File: config.mk
export PLATFORM = sky130hd
export DESIGN_NAME = alu_vr_flat
export DESIGN_NICKNAME = d
export VERILOG_FILES = /design/src/rtl/alu_vr_if.sv /design/src/rtl/alu_vr.sv /design/src/flat_wrapper.sv
export SDC_FILE = /design/constraint.sdc
export NUM_CORES = 1
export LEC_CHECK = 0
export CELL_PAD_IN_SITES_DETAIL_PLACEMENT = 1
export CELL_PAD_IN_SITES_GLOBAL_PLACEMENT = 2
export CORE_MARGIN = 5
export CORE_UTILIZATION = 37
export DETAILED_ROUTE_END_ITERATION = 16
export PLACE_DENSITY = 0.87
export SKIP_CTS_REPAIR_TIMING = 1
export SLEW_MARGIN = 20
export SYNTH_ARGS = -nofsm -noshare
export SYNTH_HDL_FRONTEND = slang
export SYNTH_SLANG_ARGS = --single-unit
File: constraint.sdc
create_clock -name clk -period 10.5 [get_ports clk]
set_input_delay 1.575 -clock clk [delete_from_list [all_inputs] [get_ports clk]]
set_output_delay 1.575 -clock clk [all_outputs]
set_load 0.02 [all_outputs]
File: src/rtl/alu_vr_if.sv
// alu_vr_if: operand/opcode/result bundle for the registered 3-operand ALU.
// Signals: a, b, c (16-bit operands), s (4-bit opcode), d (16-bit result), e (32-bit wide result).
// Modports: master drives operands/opcode and observes results; slave is the ALU side.
interface alu_vr_if;
  logic [15:0] a;
  logic [15:0] b;
  logic [15:0] c;
  logic [3:0]  s;
  logic [15:0] d;
  logic [31:0] e;

  modport master (output a, b, c, s, input d, e);
  modport slave  (input a, b, c, s, output d, e);
endinterface

File: src/rtl/alu_vr.sv
// alu_vr: 16-bit, 3-operand registered ALU with 14 functions selected by a 4-bit opcode.
// Ports: clk (rising edge), rst (sync, active-high), alu_io (slave side of alu_vr_if:
//        a/b/c/s in, d = low 16 bits of result, e = 32-bit wide result); latency 1 cycle, no stall.
module alu_vr (
  input  logic           clk,
  input  logic           rst,
  alu_vr_if.slave        alu_io
);

  typedef enum logic [3:0] {
    OP_ADD  = 4'b0000,
    OP_SUB  = 4'b0001,
    OP_MUL  = 4'b0010,
    OP_MAC  = 4'b0011,
    OP_AND  = 4'b0100,
    OP_OR   = 4'b0101,
    OP_XOR  = 4'b0110,
    OP_NOT  = 4'b0111,
    OP_SHL  = 4'b1000,
    OP_SHR  = 4'b1001,
    OP_INC  = 4'b1010,
    OP_DEC  = 4'b1011,
    OP_RSV0 = 4'b1100,
    OP_RSV1 = 4'b1101,
    OP_ADD3 = 4'b1110,
    OP_MUX  = 4'b1111
  } op_e;

  // Every opcode defines d as e[15:0], so only the wide result is stored.
  logic [31:0] e_q;
  logic [31:0] e_d;

  logic [31:0] a_ext;
  logic [31:0] b_ext;
  logic [31:0] c_ext;
  logic [31:0] prod;
  logic [15:0] mux_res;
  logic [3:0]  shamt;

  assign a_ext   = {16'h0000, alu_io.a};
  assign b_ext   = {16'h0000, alu_io.b};
  assign c_ext   = {16'h0000, alu_io.c};
  assign prod    = a_ext * b_ext;
  assign mux_res = (alu_io.a & alu_io.c) | (alu_io.b & ~alu_io.c);
  // Only the low nibble of b shifts; upper bits are deliberately ignored.
  assign shamt   = alu_io.b[3:0];

  always_comb begin
    e_d = e_q;
    case (op_e'(alu_io.s))
      OP_ADD:  e_d = a_ext + b_ext;
      // 32-bit wrap gives the all-ones upper half when a < b.
      OP_SUB:  e_d = a_ext - b_ext;
      OP_MUL:  e_d = prod;
      OP_MAC:  e_d = prod + c_ext;
      OP_AND:  e_d = {16'h0000, alu_io.a & alu_io.b};
      OP_OR:   e_d = {16'h0000, alu_io.a | alu_io.b};
      OP_XOR:  e_d = {16'h0000, alu_io.a ^ alu_io.b};
      OP_NOT:  e_d = {16'h0000, ~alu_io.a};
      // Shift in the 32-bit domain so bits leaving d land in e[30:16].
      OP_SHL:  e_d = a_ext << shamt;
      OP_SHR:  e_d = {16'h0000, alu_io.a >> shamt};
      OP_INC:  e_d = a_ext + 32'd1;
      OP_DEC:  e_d = a_ext - 32'd1;
      // Reserved codes hold the previous result.
      OP_RSV0: e_d = e_q;
      OP_RSV1: e_d = e_q;
      OP_ADD3: e_d = a_ext + b_ext + c_ext;
      OP_MUX:  e_d = {16'h0000, mux_res};
      default: e_d = e_q;
    endcase
  end

  always_ff @(posedge clk) begin
    if (rst) begin
      e_q <= 32'h0000_0000;
    end else begin
      e_q <= e_d;
    end
  end

  assign alu_io.e = e_q;
  assign alu_io.d = e_q[15:0];

endmodule

File: src/flat_wrapper.sv
// flat-port wrapper written by rule: the top's interface ports become plain ports
module alu_vr_flat 
  (clk, rst, alu_io_a, alu_io_b, alu_io_c, alu_io_s, alu_io_d, alu_io_e);
  alu_vr_if alu_io_i ();
  input  logic clk;
  input  logic rst;
  input wire logic [$bits(alu_io_i.a)-1:0] alu_io_a;
  input wire logic [$bits(alu_io_i.b)-1:0] alu_io_b;
  input wire logic [$bits(alu_io_i.c)-1:0] alu_io_c;
  input wire logic [$bits(alu_io_i.s)-1:0] alu_io_s;
  output wire logic [$bits(alu_io_i.d)-1:0] alu_io_d;
  output wire logic [$bits(alu_io_i.e)-1:0] alu_io_e;
  assign alu_io_i.a = alu_io_a;
  assign alu_io_i.b = alu_io_b;
  assign alu_io_i.c = alu_io_c;
  assign alu_io_i.s = alu_io_s;
  assign alu_io_d = alu_io_i.d;
  assign alu_io_e = alu_io_i.e;
  alu_vr u_core (.clk(clk), .rst(rst), .alu_io(alu_io_i));
endmodule
-- After elaboration in Yosys (flattened, before gate mapping)
Cells that the tools add are included.
- flip-flop bits (word level): 32
- eq/ne operators: 15
- mux-type cells: 1
- $mul: 1
- reductions and logical operators: 2
- $add $sub $neg: 6
- shift operators: 2
- bitwise operators: 8
- operator list (operator ; number):
    case mux 32 bit (14 select lines) ; 1
    adder 32 x 16 -> 32 bit ; 2
    AND 16 bit ; 3
    == test 4 bit, second input constant ; 8
    multiplier 16 x 16 -> 32 bit ; 1
    NOT 16 bit ; 2
    OR 16 bit ; 2
    left shift 16 x 4 -> 32 bit ; 1
    adder 16 x 1 -> 17 bit, second input constant ; 1
    adder 16 x 16 -> 17 bit ; 1
    subtractor 16 x 1 -> 17 bit, second input constant ; 1
    subtractor 16 x 16 -> 17 bit ; 1
    == test 4 x 3 -> 1 bit, second input constant ; 4
    >> shifter 16 x 4 -> 16 bit ; 1
    XOR 16 bit ; 1
    == test 4 x 2 -> 1 bit, second input constant ; 2
    == test 4 x 1 -> 1 bit, second input constant ; 1
    zero test 4 bit ; 1
    OR reduction 2 bit ; 1

-- Longest topological paths before layout
Gate-level depths: netlist of run 1.
- word-level depth: 4
- gate-level depth with buffers: 35
- depth with buffers taken out: 32

-- Worst setup path after synthesis of run 1
No wires, ideal clock.
- kind: input-to-reg
- start point: in alu_io_b[2]
- end point: reg u_core.e_q[26] (netlist: u_core.alu_io.e[26])
- slack: 1.447 ns
- arrival time: 8.937 ns
- buffers on the path: 5
- cell stages on the path: 29
- data required time: 10.384 ns
- path through: clkbuf_1 clkbuf_1 buf_1 clkbuf_1 buf_1 nand2_1 fa_1 fa_1 fa_1 fa_1 inv_1 fa_1 inv_1 fa_1 inv_1 ha_1 o21a_1 o2bb2ai_1 a311oi_2 a21oi_1 xnor2_1 ha_1 nand3_1 a211oi_1 o2111a_1 nand4b_1 o21bai_1 xnor2_1 a31o_1
- cells in the longest elaborated chain, start to end: 3
- elaborated cells on any way between the ends: 7
- classes of those cells: 4 x add/sub; 1 x mul; 1 x shift; 1 x mux
- RTL lines (item ; RTL line ; text):
    start, declared ; flat_wrapper.sv:8 ; input wire logic [$bits(alu_io_i.b)-1:0] alu_io_b;
    multiplier 16 x 16 -> 32 bit or adder 16 x 16 -> 17 bit (tied branches) ; alu_vr.sv:43, alu_vr.sv:68 ;
    adder 32 x 16 -> 32 bit (on tied branches) ; alu_vr.sv:55, alu_vr.sv:68 ;
    case mux 32 bit (14 select lines) * ; alu_vr.sv:50 ; case (op_e'(alu_io.s))
    end signal, assigned ; alu_vr.sv:76 ; e_q <= 32'h0000_0000;
    end signal, assigned ; alu_vr.sv:78 ; e_q <= e_d;
    end, declared ; alu_vr.sv:30 ; logic [31:0] e_q;
Mark *: on every way between the ends. The rest lies on a longest branch, timed or not.
A chain may end at the register's enable or synchronous reset.

-- Worst setup path in the final report of run 1
- start point: in alu_io_b[3]
- end point: reg u_core.e_q[21] (netlist: u_core.alu_io.e[21])
Same word-level chain as after synthesis.

==> results of run 1 <==
-- synthesized netlist by cell type, drive strengths merged (5+ instances only) --
| library cell | number |
|---|---|
| a311oi | 5 |
| nor2 | 236 |
| o211ai | 17 |
| o31ai | 5 |
| o21a | 14 |
| buf | 51 |
| o221ai | 21 |
| a31oi | 22 |
| mux4 | 5 |
| a211o | 8 |
| a21oi | 133 |
| clkinv | 9 |
| mux2i | 40 |
| a2111oi | 8 |
| o21bai | 18 |
| a221oi | 26 |
| a21o | 32 |
| and3 | 9 |
| ha | 187 |
| nand2b | 15 |
| a31o | 6 |
| clkbuf | 95 |
| o21ai | 92 |
| xnor2 | 70 |
| nand3 | 38 |
| or3 | 7 |
| a211oi | 18 |
| nor2b | 11 |
| o2111ai | 5 |
| nor4 | 22 |
| nand2 | 237 |
| fa | 198 |
| dfxtp | 32 |
| inv | 294 |
| and2 | 7 |
| nand4 | 11 |
| nor3 | 55 |
| xor2 | 26 |
| a22oi | 10 |
| o22ai | 35 |
-- kinds of logic after synthesis --
logic type	Yosys count	share of synthesized area
AO/OA/AOI/OAI	516	0.210
XOR/XNOR	96	0.0528
adder cells (fa/ha/maj)	385	0.381
buffers and inverters	449	0.106
flip-flops	32	0.0387
multiplexers	46	0.0317
AND/OR/NAND/NOR	669	0.181
-- worst max-delay path, delay by kind of cell --
kind,cells,cell delay [ns]
AND/OR/NAND/NOR,4,0.57
buffers and inverters,7,1.83
adder cells (fa/ha/maj),8,2.89
AO/OA/AOI/OAI,10,2.53
XOR/XNOR,2,0.87
-- layout make-up --
| type | instances | area share |
|---|---|---|
| Multi-Input combinational cell | 1712 | 0.770 |
| Tap cell | 592 | 0.0402 |
| Sequential cell | 32 | 0.0348 |
| Clock inverter | 2 | 0.00190 |
| Timing Repair Buffer | 174 | 0.0839 |
| Inverter | 303 | 0.0618 |
| Clock buffer | 6 | 0.00700 |
-- path summary, 6_finish.rpt --
check / startpoint / to / slack [ns]
max: alu_io_b[3] / u_core.alu_io.e[21]$_SDFFE_PP0N_ / 0.36
min: u_core.alu_io.e[8]$_SDFFE_PP0N_ / u_core.alu_io.e[8]$_SDFFE_PP0N_ / 0.47
max reg2reg: u_core.alu_io.e[21]$_SDFFE_PP0N_ / u_core.alu_io.e[21]$_SDFFE_PP0N_ / 9.37
min reg2reg: u_core.alu_io.e[8]$_SDFFE_PP0N_ / u_core.alu_io.e[8]$_SDFFE_PP0N_ / 0.47
-- stage by stage --
stage	setup slack, ns	hold WS, ns	instances
after global placement	0.604	0.457	2813
after CTS	0.708	0.471	2821
final	0.362	0.465	2821
after floorplan	1.45	0.543	2193
after global routing	0.167	0.515	2821
after detailed placement	0.436	0.463	2813
-- routing by layer --
metal	global-route usage	part of all wire	routed length, um
met1	0.434	0.42	33600
met2	0.513	0.45	36200
met3	0.0367	0.075	5980
met4	0.132	0.053	4280
met5	0	0	0
==> metrics.cfg, run 1 <==
[layout]
finalInstanceArea_um2 = 18400
drive_above_1_share = 0.0556
area_overhead_of_the_layout_relative_to_synthesis_pct = 11.2
largest_register_ffs = 32
commonest_cells_after_routing_fill_and_taps_aside = sky130_fd_sc_hd__inv_1, sky130_fd_sc_hd__nand2_1, sky130_fd_sc_hd__nor2_1
n_antenna_cell = 0
most_frequent_standard_cell_in_the_layout_excluding_fill_and_tap_cells = sky130_fd_sc_hd__inv_1
final-seq-area_um2 = 641
finish.net_count = 2667
area_occupied_by_multi_input_gates_um2 = 14200
fill_cells = 5467
fin_util = 0.416

[sta]
max_freq_mhz = 98.6
finClkSkew_ns = 0
slew_viol_final = 0
post-route-min-period_ns = 10.14
worst-slew-pin-transition_ns = 1.07
finalSetupViolCount = 0
grt_setup_unrepaired = false
final.period_utilization = 0.966
setup-tns-final_ns = 0
max-slew-margin-rel = 0.281
hold_violations = 0

[floorplanning]
coreArea_um2 = 44200
die_w_um = 222
rows = 77
design.portCount = 102
die_area_um2 = 49100
die_height_um = 222
effective_utilization_at_floorplan = 0.375

[logic_synthesis]
synth.avg_cell_area_um2 = 7.55
mappedNetlistNets = 2632
postSynthRegisterBits = 32
yosys.cell_types.count = 93
synth_top_area_share = 0.239
post_synth_main_area_contributors = sky130_fd_sc_hd__fa_1, sky130_fd_sc_hd__ha_1, sky130_fd_sc_hd__inv_1
post_synth_inst_count = 2193
synth-async-reset-ratio = 0
synth.largest_area_cell = sky130_fd_sc_hd__fa_1
synth.cell_area_um2 = 16600
synth_top_flop_cell = sky130_fd_sc_hd__dfxtp_1
synth_edf_count = 0
yosysSeqAreaShare = 0.0387
ys_warn_count = 0

[clock_network]
clock_tree.root_cell = sky130_fd_sc_hd__clkbuf_16
clockBufferDepth = 2
cts_made_buffers = 5
tritoncts_clock_tree = yes
insertion_delay_ns = 0.29
h-tree-depth = 2
clock_pin_slew_on_the_worst_setup_and_hold_paths_ns = 0.06
cts.sinks = 32

[min_path]
worstHoldPathType = register to register
hold_depth = 2

[detailed_routing]
detailedRoute.firstPassIterationCount = 6
routed_wirelength_um = 80100
route.detailed.vias_per_inst = 6.16
drc_errors = 0
drt-wirelength-per-cell_um = 28.4
detailedRoute.firstIterationViolations = 1673
final_antenna_net_count = 0
route.vias.total = 17400

[global_route]
groute.usage.overall = 0.318
first_global_vias = 18400
grt_first_pass_wirelength_um = 120000
grt_start_max_net_pins = 51
grt_antenna_before_repair = 1
globalRouteOverflowTotal = 0

[critical_path]
crit_path_max_fo = 14
setup.worst_path.start_class = primary input
cpMaxStageDelayCell = sky130_fd_sc_hd__clkdlybuf4s50_1
worst_path_largest_cell_delay_ns = 1.10
required_ns = 10.67
worst_ep_arrival_time_ns = 10.31
critical_path.most_common_cell = sky130_fd_sc_hd__ha_1
r2r.worst_path.cells = 4
crit_type = primary input to register
timing.critical_path.to_type = register

[placement]
dpl_cell_area_um2 = 18200
gp_congestion = 1.03
buffer_ports.inserted = 101
dp_hpwl_um = 65400

[status]
status = finished clean

[job]
max_cap_check_violation_count = 0

Power of run 1 is left out: the tool's default activity adds up to more than one toggle a clock period on the data nets, which glitch-free logic cannot reach.
==> run 2: changes to the inputs <==
Settings changed: GPL_ROUTABILITY_DRIVEN set to 0.
==> run 2 against run 1 <==
Design area decreased by 0.29%. Die area stayed put. Cell count shrank 0.18%. Non-clock buffer count fell by 8. Via count increased by 0.78%. Utilization decreased by 0.12 points. Highest routed layer unchanged.
==> metrics.cfg, run 2 (synthesized netlist as in run 1, its figures left out) <==
[status]
status = finished clean

[sta]
max-slew-margin-rel = 0.221  ; -0.0605
final.period_utilization = 0.933  ; -0.0329
grt_setup_unrepaired = false
post-route-min-period_ns = 9.79  ; -0.346 ns
finClkSkew_ns = 0  ; unchanged
setup-tns-final_ns = 0  ; unchanged
finalSetupViolCount = 0  ; unchanged
max_freq_mhz = 102  ; +3.5%
slew_viol_final = 0  ; unchanged
worst-slew-pin-transition_ns = 1.17  ; +0.0993 ns
hold_violations = 0  ; unchanged
postLayoutSetupSlackWorst_ns = 0.707  ; +0.346 ns

[job]
max_cap_check_violation_count = 0  ; unchanged

[layout]
most_frequent_standard_cell_in_the_layout_excluding_fill_and_tap_cells = sky130_fd_sc_hd__inv_1
finish.net_count = 2659  ; -0.30%
drive_above_1_share = 0.0522  ; -0.00340
final-seq-area_um2 = 641  ; unchanged
commonest_cells_after_routing_fill_and_taps_aside = sky130_fd_sc_hd__inv_1, sky130_fd_sc_hd__nand2_1, sky130_fd_sc_hd__nor2_1
area_occupied_by_multi_input_gates_um2 = 14200  ; unchanged
area_overhead_of_the_layout_relative_to_synthesis_pct = 10.8
largest_register_ffs = 32  ; unchanged
finalInstanceArea_um2 = 18400  ; -0.29%
fill_cells = 5528  ; +1.1%

[detailed_routing]
detailedRoute.firstPassIterationCount = 6  ; unchanged
drt-wirelength-per-cell_um = 27.5  ; -3.0%
detailedRoute.firstIterationViolations = 1793  ; +7.2%
route.detailed.vias_per_inst = 6.22  ; +0.96%
route.vias.total = 17500  ; +0.78%
routed_wirelength_um = 77500  ; -3.2%
drc_errors = 0  ; unchanged
final_antenna_net_count = 0  ; unchanged

[clock_network]
cts.sinks = 32  ; unchanged
clock_tree.root_cell = sky130_fd_sc_hd__clkbuf_16
h-tree-depth = 2  ; unchanged
clock_pin_slew_on_the_worst_setup_and_hold_paths_ns = 0.06  ; about the same
clockBufferDepth = 2  ; unchanged
insertion_delay_ns = 0.30  ; about the same
tritoncts_clock_tree = yes
cts_made_buffers = 5  ; unchanged

[global_route]
groute.usage.overall = 0.305  ; -0.0127
globalRouteOverflowTotal = 0  ; unchanged
grt_antenna_before_repair = 1  ; unchanged
grt_first_pass_wirelength_um = 116000  ; -3.5%
first_global_vias = 18200  ; -0.72%
grt_start_max_net_pins = 51  ; unchanged

[floorplanning]
die_height_um = 222  ; unchanged
die_area_um2 = 49100  ; unchanged
design.portCount = 102  ; unchanged
die_w_um = 222  ; unchanged
rows = 77  ; unchanged
effective_utilization_at_floorplan = 0.375  ; unchanged
coreArea_um2 = 44200  ; unchanged

[critical_path]
timing.critical_path.to_type = register
cpMaxStageDelayCell = sky130_fd_sc_hd__inv_1
required_ns = 10.64  ; -0.03 ns
setup.worst_path.start_class = primary input
worst_ep_arrival_time_ns = 9.93  ; -0.38 ns
crit_path_max_fo = 15  ; +1
crit_type = primary input to register
worst_path_largest_cell_delay_ns = 0.60  ; -0.50 ns
critical_path.most_common_cell = sky130_fd_sc_hd__fa_1

[placement]
dp_hpwl_um = 63100  ; -3.6%
dpl_cell_area_um2 = 18200  ; -0.33%
dp_slack_ns = 0.618  ; +0.182 ns
buffer_ports.inserted = 101  ; unchanged

[min_path]
worstHoldPathType = register to register

==> run 2: cell types whose count changed in the layout (fill, tap and decap cells not counted), sizes merged <==
| cell | previous run | this run |
|---|---|---|
| buf | 76 | 68 |
| diode | 0 | 3 |
==> run 2: area by class of cell <==
type	instances	area share
well taps	592	0.0403
flip-flops and latches	32	0.0349
diodes	3	0.000409
inverters	303	0.0620
multi-input cells	1712	0.773
repair buffers	166	0.0808
clock inverters	2	0.00191
clock buffers	6	0.00702
==> run 2: stage by stage <==
step            util  std cells  hold WS [ns]
2_1_floorplan      -       2193         0.543
3_3_place_gp   0.411       2805         0.464
3_5_place_dp   0.411       2805         0.472
4_1_cts        0.415       2813         0.480
5_1_grt        0.415       2813         0.508
6_report       0.415       2816         0.474
==> run 2: metal layers <==
| layer | vias to the layer above | track usage | part of all wire |
|---|---|---|---|
| met5 | - | 0 | 0 |
| met4 | 0 | 0.128 | 0.053 |
| met3 | 240 | 0.0534 | 0.093 |
| li1 | 7487 | - | - |
| met2 | 1027 | 0.488 | 0.45 |
| met1 | 8772 | 0.408 | 0.41 |
==> run 2: worst max-delay path, delay by kind of cell <==
| kind | cells | cell delay, ns |
|---|---|---|
| mux | 1 | 0.15 |
| fa+ha+maj | 8 | 3.83 |
| compound gates | 6 | 1.53 |
| xor+xnor | 1 | 0.23 |
| buf+inv | 6 | 1.38 |
| simple gates | 6 | 1.23 |
==> run 2: final timing paths <==
path                                          from                                to  slack [ns]  cells past startpoint
setup / recovery                       alu_io_b[4]  u_core.alu_io.e[15]$_SDFFE_PP0N_        0.71                     28
hold / removal     u_core.alu_io.e[8]$_SDFFE_PP0N_   u_core.alu_io.e[8]$_SDFFE_PP0N_        0.47                      2
setup reg to reg  u_core.alu_io.e[21]$_SDFFE_PP0N_  u_core.alu_io.e[21]$_SDFFE_PP0N_        9.32                      4
hold reg to reg    u_core.alu_io.e[8]$_SDFFE_PP0N_   u_core.alu_io.e[8]$_SDFFE_PP0N_        0.47                      2
Power of run 2 is left out for the same reason.
